**src/rtl/bus_monitor_master_if.sv**
```systemverilog
// Bus monitor interface: host byte stream (command in, reply out) plus the
// memory-bus initiator signals and the ownership/busy status lines.
interface bus_monitor_master_if #(
   parameter int WIDTH = 32
);
   logic [7:0]       in_byte;
   logic             in_valid;
   logic [7:0]       out_byte;
   logic             out_valid;
   logic             out_ready;
   logic [WIDTH-1:0] mbus_aout;
   logic [WIDTH-1:0] mbus_dout;
   logic [WIDTH-1:0] mbus_din;
   logic             mbus_wen;
   logic             bus_own;
   logic             busy;

   // The bus monitor itself drives the reply stream and the memory bus.
   modport master (
      input  in_byte, in_valid, out_ready, mbus_din,
      output out_byte, out_valid, mbus_aout, mbus_dout, mbus_wen, bus_own, busy
   );

   // Host/receiver plus memory side.
   modport slave (
      output in_byte, in_valid, out_ready, mbus_din,
      input  out_byte, out_valid, mbus_aout, mbus_dout, mbus_wen, bus_own, busy
   );
endinterface

```
**src/rtl/bus_monitor_master.sv**
```systemverilog
// Byte-stream command parser that acts as a memory-bus initiator.
// Frames: 'H' take bus, 'G' release bus, 'W' A3..A0 D3..D0 write,
// 'R' A3..A0 read (4-byte reply, MSB first). Frames carry exactly four
// bytes per field, so WIDTH must be 32.
module bus_monitor_master #(
   parameter int WIDTH   = 32,
   parameter int RD_LAT  = 1,
   parameter int TIMEOUT = 100000
) (
   input  logic                 clk,
   input  logic                 reset,
   bus_monitor_master_if.master bus
);

   localparam logic [7:0] CH_H    = 8'h48;
   localparam logic [7:0] CH_G    = 8'h47;
   localparam logic [7:0] CH_W    = 8'h57;
   localparam logic [7:0] CH_R    = 8'h52;
   localparam logic [7:0] CH_DOT  = 8'h2E;
   localparam logic [7:0] CH_QST  = 8'h3F;
   localparam logic [7:0] CH_BANG = 8'h21;

   localparam int TW = $clog2(TIMEOUT);
   localparam int LW = (RD_LAT > 1) ? $clog2(RD_LAT) : 1;
   localparam logic [TW-1:0] TO_LAST  = TW'(TIMEOUT - 1);
   localparam logic [LW-1:0] LAT_LAST = LW'(RD_LAT - 1);

   typedef enum logic [2:0] {
      IDLE,
      ADDR,
      DATA,
      WRITE,
      RWAIT,
      RSAMP,
      SEND
   } state_t;

   state_t           state_q;
   logic             is_wr_q;    // current frame is 'W' (else 'R')
   logic [1:0]       bcnt_q;     // byte index within a 4-byte field
   logic [TW-1:0]    tcnt_q;     // idle cycles since last frame byte
   logic [LW-1:0]    lat_q;      // read-latency wait counter
   logic [WIDTH-1:0] addr_q;     // address shift register
   logic [WIDTH-1:0] data_q;     // write-data shift register
   logic [WIDTH-1:0] rsh_q;      // pending reply bytes, next one in MSBs
   logic [1:0]       rem_q;      // reply bytes still to send after out_byte
   logic [WIDTH-1:0] aout_q;
   logic [WIDTH-1:0] dout_q;
   logic             wen_q;
   logic             own_q;
   logic [7:0]       out_byte_q;
   logic             out_valid_q;

   assign bus.mbus_aout = aout_q;
   assign bus.mbus_dout = dout_q;
   assign bus.mbus_wen  = wen_q;
   assign bus.bus_own   = own_q;
   assign bus.out_byte  = out_byte_q;
   assign bus.out_valid = out_valid_q;
   assign bus.busy      = (state_q != IDLE);

   // Frame parser, bus sequencer and reply shifter in one registered FSM.
   always_ff @(posedge clk) begin
      // NOTE: every register here, including the shift registers, is reset so a
      // reset mid-frame leaves no stale address/data that a later frame could leak.
      if (reset) begin
         state_q     <= IDLE;
         is_wr_q     <= 1'b0;
         bcnt_q      <= '0;
         tcnt_q      <= '0;
         lat_q       <= '0;
         addr_q      <= '0;
         data_q      <= '0;
         rsh_q       <= '0;
         rem_q       <= '0;
         aout_q      <= '0;
         dout_q      <= '0;
         wen_q       <= 1'b0;
         own_q       <= 1'b0;
         out_byte_q  <= '0;
         out_valid_q <= 1'b0;
      end else begin
         // NOTE: non-blocking assignments throughout, so every branch below reads
         // the pre-edge value of each register regardless of statement order.
         case (state_q)
            IDLE: begin
               if (bus.in_valid) begin
                  case (bus.in_byte)
                     CH_H, CH_G: begin
                        own_q       <= (bus.in_byte == CH_H);
                        out_byte_q  <= CH_DOT;
                        out_valid_q <= 1'b1;
                        rem_q       <= '0;
                        state_q     <= SEND;
                     end
                     CH_W, CH_R: begin
                        is_wr_q <= (bus.in_byte == CH_W);
                        bcnt_q  <= '0;
                        tcnt_q  <= '0;
                        state_q <= ADDR;
                     end
                     default: begin
                        out_byte_q  <= CH_QST;
                        out_valid_q <= 1'b1;
                        rem_q       <= '0;
                        state_q     <= SEND;
                     end
                  endcase
               end
            end

            ADDR, DATA: begin
               if (bus.in_valid) begin
                  tcnt_q <= '0;
                  bcnt_q <= bcnt_q + 2'd1;
                  if (state_q == ADDR) begin
                     addr_q <= {addr_q[WIDTH-9:0], bus.in_byte};
                  end else begin
                     data_q <= {data_q[WIDTH-9:0], bus.in_byte};
                  end
                  if (bcnt_q == 2'd3) begin
                     if (state_q == ADDR && is_wr_q) begin
                        state_q <= DATA;
                     end else if (!own_q) begin
                        // Frame consumed but the CPU owns the bus: refuse.
                        out_byte_q  <= CH_BANG;
                        out_valid_q <= 1'b1;
                        rem_q       <= '0;
                        state_q     <= SEND;
                     end else if (state_q == ADDR) begin
                        aout_q  <= {addr_q[WIDTH-9:0], bus.in_byte};
                        lat_q   <= '0;
                        state_q <= RWAIT;
                     end else begin
                        aout_q  <= addr_q;
                        dout_q  <= {data_q[WIDTH-9:0], bus.in_byte};
                        wen_q   <= 1'b1;
                        state_q <= WRITE;
                     end
                  end
               end else if (tcnt_q == TO_LAST) begin
                  // Host went quiet mid-frame: drop it silently.
                  tcnt_q  <= '0;
                  bcnt_q  <= '0;
                  state_q <= IDLE;
               end else begin
                  tcnt_q <= tcnt_q + 1'b1;
               end
            end

            WRITE: begin
               wen_q       <= 1'b0;
               out_byte_q  <= CH_DOT;
               out_valid_q <= 1'b1;
               rem_q       <= '0;
               state_q     <= SEND;
            end

            RWAIT: begin
               if (lat_q == LAT_LAST) begin
                  state_q <= RSAMP;
               end else begin
                  lat_q <= lat_q + 1'b1;
               end
            end

            RSAMP: begin
               out_byte_q  <= bus.mbus_din[WIDTH-1 -: 8];
               rsh_q       <= {bus.mbus_din[WIDTH-9:0], 8'h00};
               out_valid_q <= 1'b1;
               rem_q       <= 2'd3;
               state_q     <= SEND;
            end

            SEND: begin
               if (bus.out_ready) begin
                  if (rem_q == 2'd0) begin
                     out_valid_q <= 1'b0;
                     state_q     <= IDLE;
                  end else begin
                     out_byte_q <= rsh_q[WIDTH-1 -: 8];
                     rsh_q      <= {rsh_q[WIDTH-9:0], 8'h00};
                     rem_q      <= rem_q - 2'd1;
                  end
               end
            end

            default: state_q <= IDLE;
         endcase
      end
   end

endmodule
```
**src/flat_wrapper.sv**
```systemverilog
// flat-port wrapper written by rule: the top's interface ports become plain ports
module bus_monitor_master_flat 
#(
   parameter int WIDTH   = 32,
   parameter int RD_LAT  = 1,
   parameter int TIMEOUT = 100000
)
  (clk, reset, bus_in_byte, bus_in_valid, bus_out_ready, bus_mbus_din, bus_out_byte, bus_out_valid, bus_mbus_aout, bus_mbus_dout, bus_mbus_wen, bus_bus_own, bus_busy);
  bus_monitor_master_if #(.WIDTH(WIDTH)) bus_i ();
  input  logic clk;
  input  logic reset;
  input wire logic [$bits(bus_i.in_byte)-1:0] bus_in_byte;
  input wire logic [$bits(bus_i.in_valid)-1:0] bus_in_valid;
  input wire logic [$bits(bus_i.out_ready)-1:0] bus_out_ready;
  input wire logic [$bits(bus_i.mbus_din)-1:0] bus_mbus_din;
  output wire logic [$bits(bus_i.out_byte)-1:0] bus_out_byte;
  output wire logic [$bits(bus_i.out_valid)-1:0] bus_out_valid;
  output wire logic [$bits(bus_i.mbus_aout)-1:0] bus_mbus_aout;
  output wire logic [$bits(bus_i.mbus_dout)-1:0] bus_mbus_dout;
  output wire logic [$bits(bus_i.mbus_wen)-1:0] bus_mbus_wen;
  output wire logic [$bits(bus_i.bus_own)-1:0] bus_bus_own;
  output wire logic [$bits(bus_i.busy)-1:0] bus_busy;
  assign bus_i.in_byte = bus_in_byte;
  assign bus_i.in_valid = bus_in_valid;
  assign bus_i.out_ready = bus_out_ready;
  assign bus_i.mbus_din = bus_mbus_din;
  assign bus_out_byte = bus_i.out_byte;
  assign bus_out_valid = bus_i.out_valid;
  assign bus_mbus_aout = bus_i.mbus_aout;
  assign bus_mbus_dout = bus_i.mbus_dout;
  assign bus_mbus_wen = bus_i.mbus_wen;
  assign bus_bus_own = bus_i.bus_own;
  assign bus_busy = bus_i.busy;
  bus_monitor_master #(.WIDTH(WIDTH), .RD_LAT(RD_LAT), .TIMEOUT(TIMEOUT)) u_core (.clk(clk), .reset(reset), .bus(bus_i));
endmodule
```
**config.mk**
```make
export PLATFORM = sky130hd
export DESIGN_NAME = bus_monitor_master_flat
export DESIGN_NICKNAME = d
export VERILOG_FILES = /design/src/rtl/bus_monitor_master_if.sv /design/src/rtl/bus_monitor_master.sv /design/src/flat_wrapper.sv
export SDC_FILE = /design/constraint.sdc
export NUM_CORES = 1
export LEC_CHECK = 0
export CAP_MARGIN = 25
export CORE_MARGIN = 1
export CORE_UTILIZATION = 35
export CTS_BUF_LIST = sky130_fd_sc_hd__clkbuf_16
export DETAILED_ROUTE_END_ITERATION = 12
export DONT_BUFFER_PORTS = 1
export PLACE_DENSITY = 0.49
export SYNTH_ARGS = -nofsm -noshare
export SYNTH_HDL_FRONTEND = slang
export SYNTH_SLANG_ARGS = --single-unit
export TNS_END_PERCENT = 5
```
**constraint.sdc**
```tcl
create_clock -name clk -period 2.28 [get_ports clk]
set_input_delay 0.684 -clock clk [delete_from_list [all_inputs] [get_ports clk]]
set_output_delay 0.684 -clock clk [all_outputs]
set_load 0.1 [all_outputs]
```
# Word level (Yosys, flattened, before mapping)
# Cells that the tools add are included.
dict set report totals {
  output_inout_bits 76
  reg_bits 189
  inputBits 44
}
dict set report op_classes {
  eq_ne 28
  n_addsub 4
  muxes 66
  reduce_logical 28
  bitwise_logic 2
}
# operator count
set op_table {}
lappend op_table {{32-bit two-way mux} 3}
lappend op_table {{17-bit two-way mux} 4}
lappend op_table {{32-bit case mux with 2 select lines} 1}
lappend op_table {{8-bit two-way mux} 7}
lappend op_table {{8-bit case mux with 5 select lines} 1}
lappend op_table {{17-bit case mux with 2 select lines} 1}
lappend op_table {{3-bit two-way mux} 11}
lappend op_table {{8-bit by 7-bit == test with 1-bit output (second input constant)} 4}
lappend op_table {{2-bit two-way mux} 12}
lappend op_table {{6-bit AND reduction} 4}
lappend op_table {{2-bit != test (second input constant)} 10}
lappend op_table {{1-bit two-way mux} 19}
lappend op_table {{9-bit AND reduction} 2}
lappend op_table {{17-bit by 1-bit adder with 17-bit output (second input constant)} 1}
lappend op_table {{17-bit == test (second input constant)} 1}
lappend op_table {{8-bit case mux with 2 select lines} 1}
lappend op_table {{3-bit case mux with 5 select lines} 1}
lappend op_table {{3-bit AND reduction} 5}
lappend op_table {{2-bit case mux with 5 select lines} 1}
lappend op_table {{3-bit == test (second input constant)} 3}
lappend op_table {{2-bit by 1-bit != test with 1-bit output (second input constant)} 4}
lappend op_table {{2-bit nonzero test} 4}
lappend op_table {{2-bit OR reduction} 4}
lappend op_table {{3-bit by 2-bit == test with 1-bit output (second input constant)} 2}
lappend op_table {{other kinds (19)} 22}

# Depth between registers and ports, before layout
dict set report logic_depth {
  ltp_word 7
  ltp_mapped 8
  depth_no_buf 7
}

# Worst setup path before layout
# OpenSTA, ideal clock, no wires.
dict set report synth_path {
  path_kind {register -> register}
  start {register u_core.own_q (netlist: u_core.bus.bus_own)}
  end {register u_core.aout_q[0] (netlist: u_core.bus.mbus_aout[0])}
  path_slack_ps -94
  stages_incl_launch_ff 6
  setup_time_ps 88
  required_ps 2192
  arrival_time_ps 2286
  cell_sequence {dfxtp_1 > nand2_1 > a2111oi_4 > buf_6 > nor2_1 > a311oi_2}
}
dict set report synth_between {
  elab_chain_cells 1
}
# element line
set synth_lines {}
lappend synth_lines {{start: declaration} bus_monitor_master.sv:50} ;# logic own_q;
lappend synth_lines {{start signal: assignment} bus_monitor_master.sv:90} ;# own_q <= (bus.in_byte == CH_H);
lappend synth_lines {{5-bit AND reduction (no line)} --}
lappend synth_lines {{end signal: assignment} bus_monitor_master.sv:131} ;# aout_q <= {addr_q[WIDTH-9:0], bus.in_byte};
lappend synth_lines {{end signal: assignment} bus_monitor_master.sv:135} ;# aout_q <= addr_q;
lappend synth_lines {{end: declaration} bus_monitor_master.sv:47} ;# logic [WIDTH-1:0] aout_q;
# Every way passes these cells.
# A chain may end at the register's enable or synchronous reset.

# Worst setup path in the final report
dict set report layout_path {
  start {register u_core.state_q[1]}
  end {output bus_busy}
}
dict set report layout_between {
  elab_chain_cells 1
}
# element line
set layout_lines {}
lappend layout_lines {{start: declaration} bus_monitor_master.sv:38} ;# state_t state_q;
lappend layout_lines {{start signal: assignment} bus_monitor_master.sv:67} ;# state_q <= IDLE;
lappend layout_lines {{start signal: assignment} bus_monitor_master.sv:94} ;# state_q <= SEND;
lappend layout_lines {{start signal: assignment} bus_monitor_master.sv:100} ;# state_q <= ADDR;
lappend layout_lines {{3-bit nonzero test} bus_monitor_master.sv:60} ;# assign bus.busy = (state_q != IDLE);
lappend layout_lines {{end: declaration} flat_wrapper.sv:22} ;# output wire logic [$bits(bus_i.busy)-1:0] bus_busy;
# Every way passes these cells.

==> summary.md <==
| Metric | Value |
|---|---|
| Pwr Total | 9383 uW |
| Post-layout minimum cycle time | 2.136 ns |
| Post-cts hold buffer count | 0 |
| FF-to-FF End | u_core.bus.out_byte[0] |
| CP cell instances | buf_4, nor3_2, inv_1, buf_4 |
| Mapped Avg Cell Area | 7.953 sq um |
| YS warnings | 0 |
| Hold Worst Slack | 0.3304 ns |
| WL final | 21,020 um |
| Number of global-route vias before repair | 6,326 |
| Sequential cell area fraction in the yosys report | 47.30% |
| Crit share post-route | 93.70% |
| Worst path depth | 4 |
| Flop-to-flop setup slack | 0.21 ns |
| Nets@finish | 1,059 |
| Worst-margin pin slew | 0.5812 ns |
| GR Util All Layers | 19.36% |
| First-pass GRT wire length | 34,220 um |
| Peak fanout along the critical path | 9 |
| Wirelength per Cell | 16.17 um |
| CTS clock-pin slew for the worst setup and hold paths | 0.08 ns |
| IR Drop Worst-Case VDD | 0.5960 mV |
| Clk_skew | 0.01390 ns |
| Ratio of cells with drive above 1 in the final layout | 16.98% |
| Clk pwr share | 32.1% |
| TritonCTS Buffers | 17 |
| P_int | 5772 uW |
| # DRC | 0 |
| 1st-iter DRT viols | 437 |
| WP data required | 1.60 ns |
| Pre-Repair DR Iteration Count | 5 |
| Synth Instances | 958 |
| Area Overhead vs Synth | 19.71% |
| Die X | 149.5 um |
| Dpl cell area | 0.008508 sq mm |
| Ys flop type | dfxtp_1 |
| Via count | 6,745 |
| Normalized max-slew margin | 61.11% |
| CP top delay family | buffers and inverters |
| Clk buf depth | 2 |
| Post-CTS Resized | 1 |
| Initial antenna violation count | 0 |
| Async S/R FF share, synth | 0% |
| Final Max Tran Viols | 0 |
| HPWL after DPL | 13,690 um |
| Final setup viols | 0 |
| Net Count, Synth | 1,005 |
| FMAX | 468.1 MHz |
| Post-synth top area cell | dfxtp_1 |
| CP startpoint kind | flip-flop |
| Worst hold path type | input pin to flip-flop |
| Die H | 149.5 um |
| R2R depth | 7 |
| Commonest cells after routing, fill and taps aside | 263 x nand2_1, 176 x dfxtp_1, 114 x a21oi_1, 108 x buf_4, 83 x nor2_1 |
| Fillers | 2,188 |
| Core ar. | 0.02115 sq mm |
| P_leak | 0.003072 uW |
| FF-to-FF Start | u_core.rem_q[0] |
| CTS tree | built |
| WS Path Type | flip-flop to output pin |
| Row cnt | 53 |
| Synth Register Bits | 180 |
| Final Cell Area | 0.009120 sq mm |
| Max Cap Viol | 0 |
| Synth top area cells | dfxtp_1 47%, nand2_1 13%, a21oi_1 7.5% |
| Net Sw Frac | 38.49% |
| Crit path DAT | 1.45 ns |
| Unique masters post-synth | 56 |
| Status | completed |
| Slowest CP cell | dfxtp_2 |
| Largest stage delay, worst path | 0.43 ns |
| Ports | 120 |
| Hold Violations, Final | 0 |
| Most common cell after layout, fill and taps aside | nand2_1 |
| EDFF count, synth | 0 |
| Worst path bufs/invs | 3 |
| Port Buffer Count | 0 |
| Sink Count | 180 |
| Largest net degree at the start of global routing | 177 |
| Initial Util | 36.01% |
| RSZ-0062 raised after global routing | false |
| Post-CTS Setup Bufs | 0 |
| Finished Core Util | 43.11% |
| Worst-Skew Late Latency | 0.43 ns |
| CP endpoint kind | output pin |
| Worst Setup EP | bus_busy |
| Overflow after GRT | 0 |
| Die area | 0.02236 sq mm |
| Routability cong. | 0.8008 |
| Seq pwr share | 37.4% |
| Vias/cell | 5.188 |
| Pwr per Cell Area | 1029 mW/mm^2 |
| Most used cell, CP | buf_4 |
| Crit path from | u_core.state_q[1] |
| Remaining antenna violation count | 0 |
| Logic gate share of total power | 30.5% |
| Net Switching | 3611 uW |
| Synth top area share | 47.30% |
| CTS H-Tree Depth | 4 |
| Root buf cell | clkbuf_16 |
| ANT cells | 0 |
| Mapped Area | 0.007619 sq mm |
==> cell families after synthesis <==
group | Yosys count | share of synthesized area, %
mux | 5 | 0.7226
fa+ha+maj | 3 | 0.4927
flops | 180 | 47.30
compound gates | 267 | 23.19
xor+xnor | 8 | 0.9197
buf+inv | 83 | 4.615
simple gates | 412 | 22.76
==> per-stage QoR <==
stage,worst slack [ns],instances,TNS (ns)
after global placement,-0.01385,1268,-0.01385
after global routing,0.03475,1300,0
final,0.1437,1300,0
after floorplan,0.03402,958,0
after CTS,0.008045,1300,0
after detailed placement,-0.01166,1268,-0.01166
==> sequential cells by signal (all words and copies together) (netlist names) <==
register              count
u_core.is_wr_q            1
u_core.bus.mbus_aout     32
u_core.tcnt_q            17
u_core.rsh_q             24
u_core.bus.out_valid      1
u_core.bus.out_byte       8
u_core.state_q            3
u_core.bcnt_q             2
u_core.addr_q            32
u_core.bus.mbus_dout     32
u_core.bus.mbus_wen       1
u_core.data_q            24
u_core.bus.bus_own        1
u_core.rem_q              2
==> how the worst min path moves through the flow <==
stage                                to         startpoint  depth (start not counted)  slack [ns]
2_1_floorplan  u_core.bus.mbus_dout[31]  u_core.data_q[23]                          2        0.43
3_3_place_gp          u_core.addr_q[29]  u_core.addr_q[29]                          2        0.44
3_5_place_dp   u_core.bus.mbus_dout[25]  u_core.data_q[17]                          2        0.44
4_1_cts        u_core.bus.mbus_dout[23]              reset                          1        0.30
5_1_grt         u_core.bus.mbus_dout[0]              reset                          1        0.29
6_report       u_core.bus.mbus_dout[31]              reset                          1        0.33
==> layout make-up <==
class | instances | area, sq um | share of cell area, %
clock buffer | 17 | 425.4 | 4.665
clock inverter | 15 | 178.9 | 1.962
inverter | 8 | 30.03 | 0.3293
multi-input combinational | 695 | 3682 | 40.38
sequential | 180 | 3608 | 39.57
tap | 275 | 344.1 | 3.773
timing repair buffer | 110 | 850.8 | 9.329
==> power by group through the flow <==
stage,Combinational [uW],Clock (uW),Sequential (uW)
2_1_floorplan,1720,0,3860
3_3_place_gp,2880,0,3570
3_5_place_dp,2870,0,3570
4_1_cts,2890,3080,3500
5_1_grt,3130,3230,3530
6_report,2860,3010,3510
==> cells in the mapped netlist, types with 4 or more instances <==
| master | n |
|---|---|
| nand3_1 | 10 |
| nand2_1 | 263 |
| clkbuf_1 | 61 |
| a311oi_2 | 10 |
| mux2_2 | 4 |
| nor2_1 | 86 |
| nand4_1 | 7 |
| a311oi_1 | 51 |
| o22ai_1 | 4 |
| nor2b_1 | 4 |
| buf_2 | 8 |
| a21oi_1 | 114 |
| dfxtp_1 | 180 |
| nand2b_1 | 6 |
| o21ai_0 | 50 |
| nor4_1 | 5 |
| inv_1 | 8 |
| xnor2_1 | 7 |
| and4_1 | 4 |
| a31oi_1 | 4 |
| a211oi_1 | 6 |
| a22oi_1 | 9 |
| nor3_1 | 5 |
==> layer usage <==
metal  track usage [%]  up-vias  routed length, um
met5                 0        -                  0
met1             26.12     3119               9962
met2             29.65      154               9475
met3             6.280       12               1433
met4             4.643        0                148
li1                  -     3460                  -
Power figures use the tool's default switching activity.
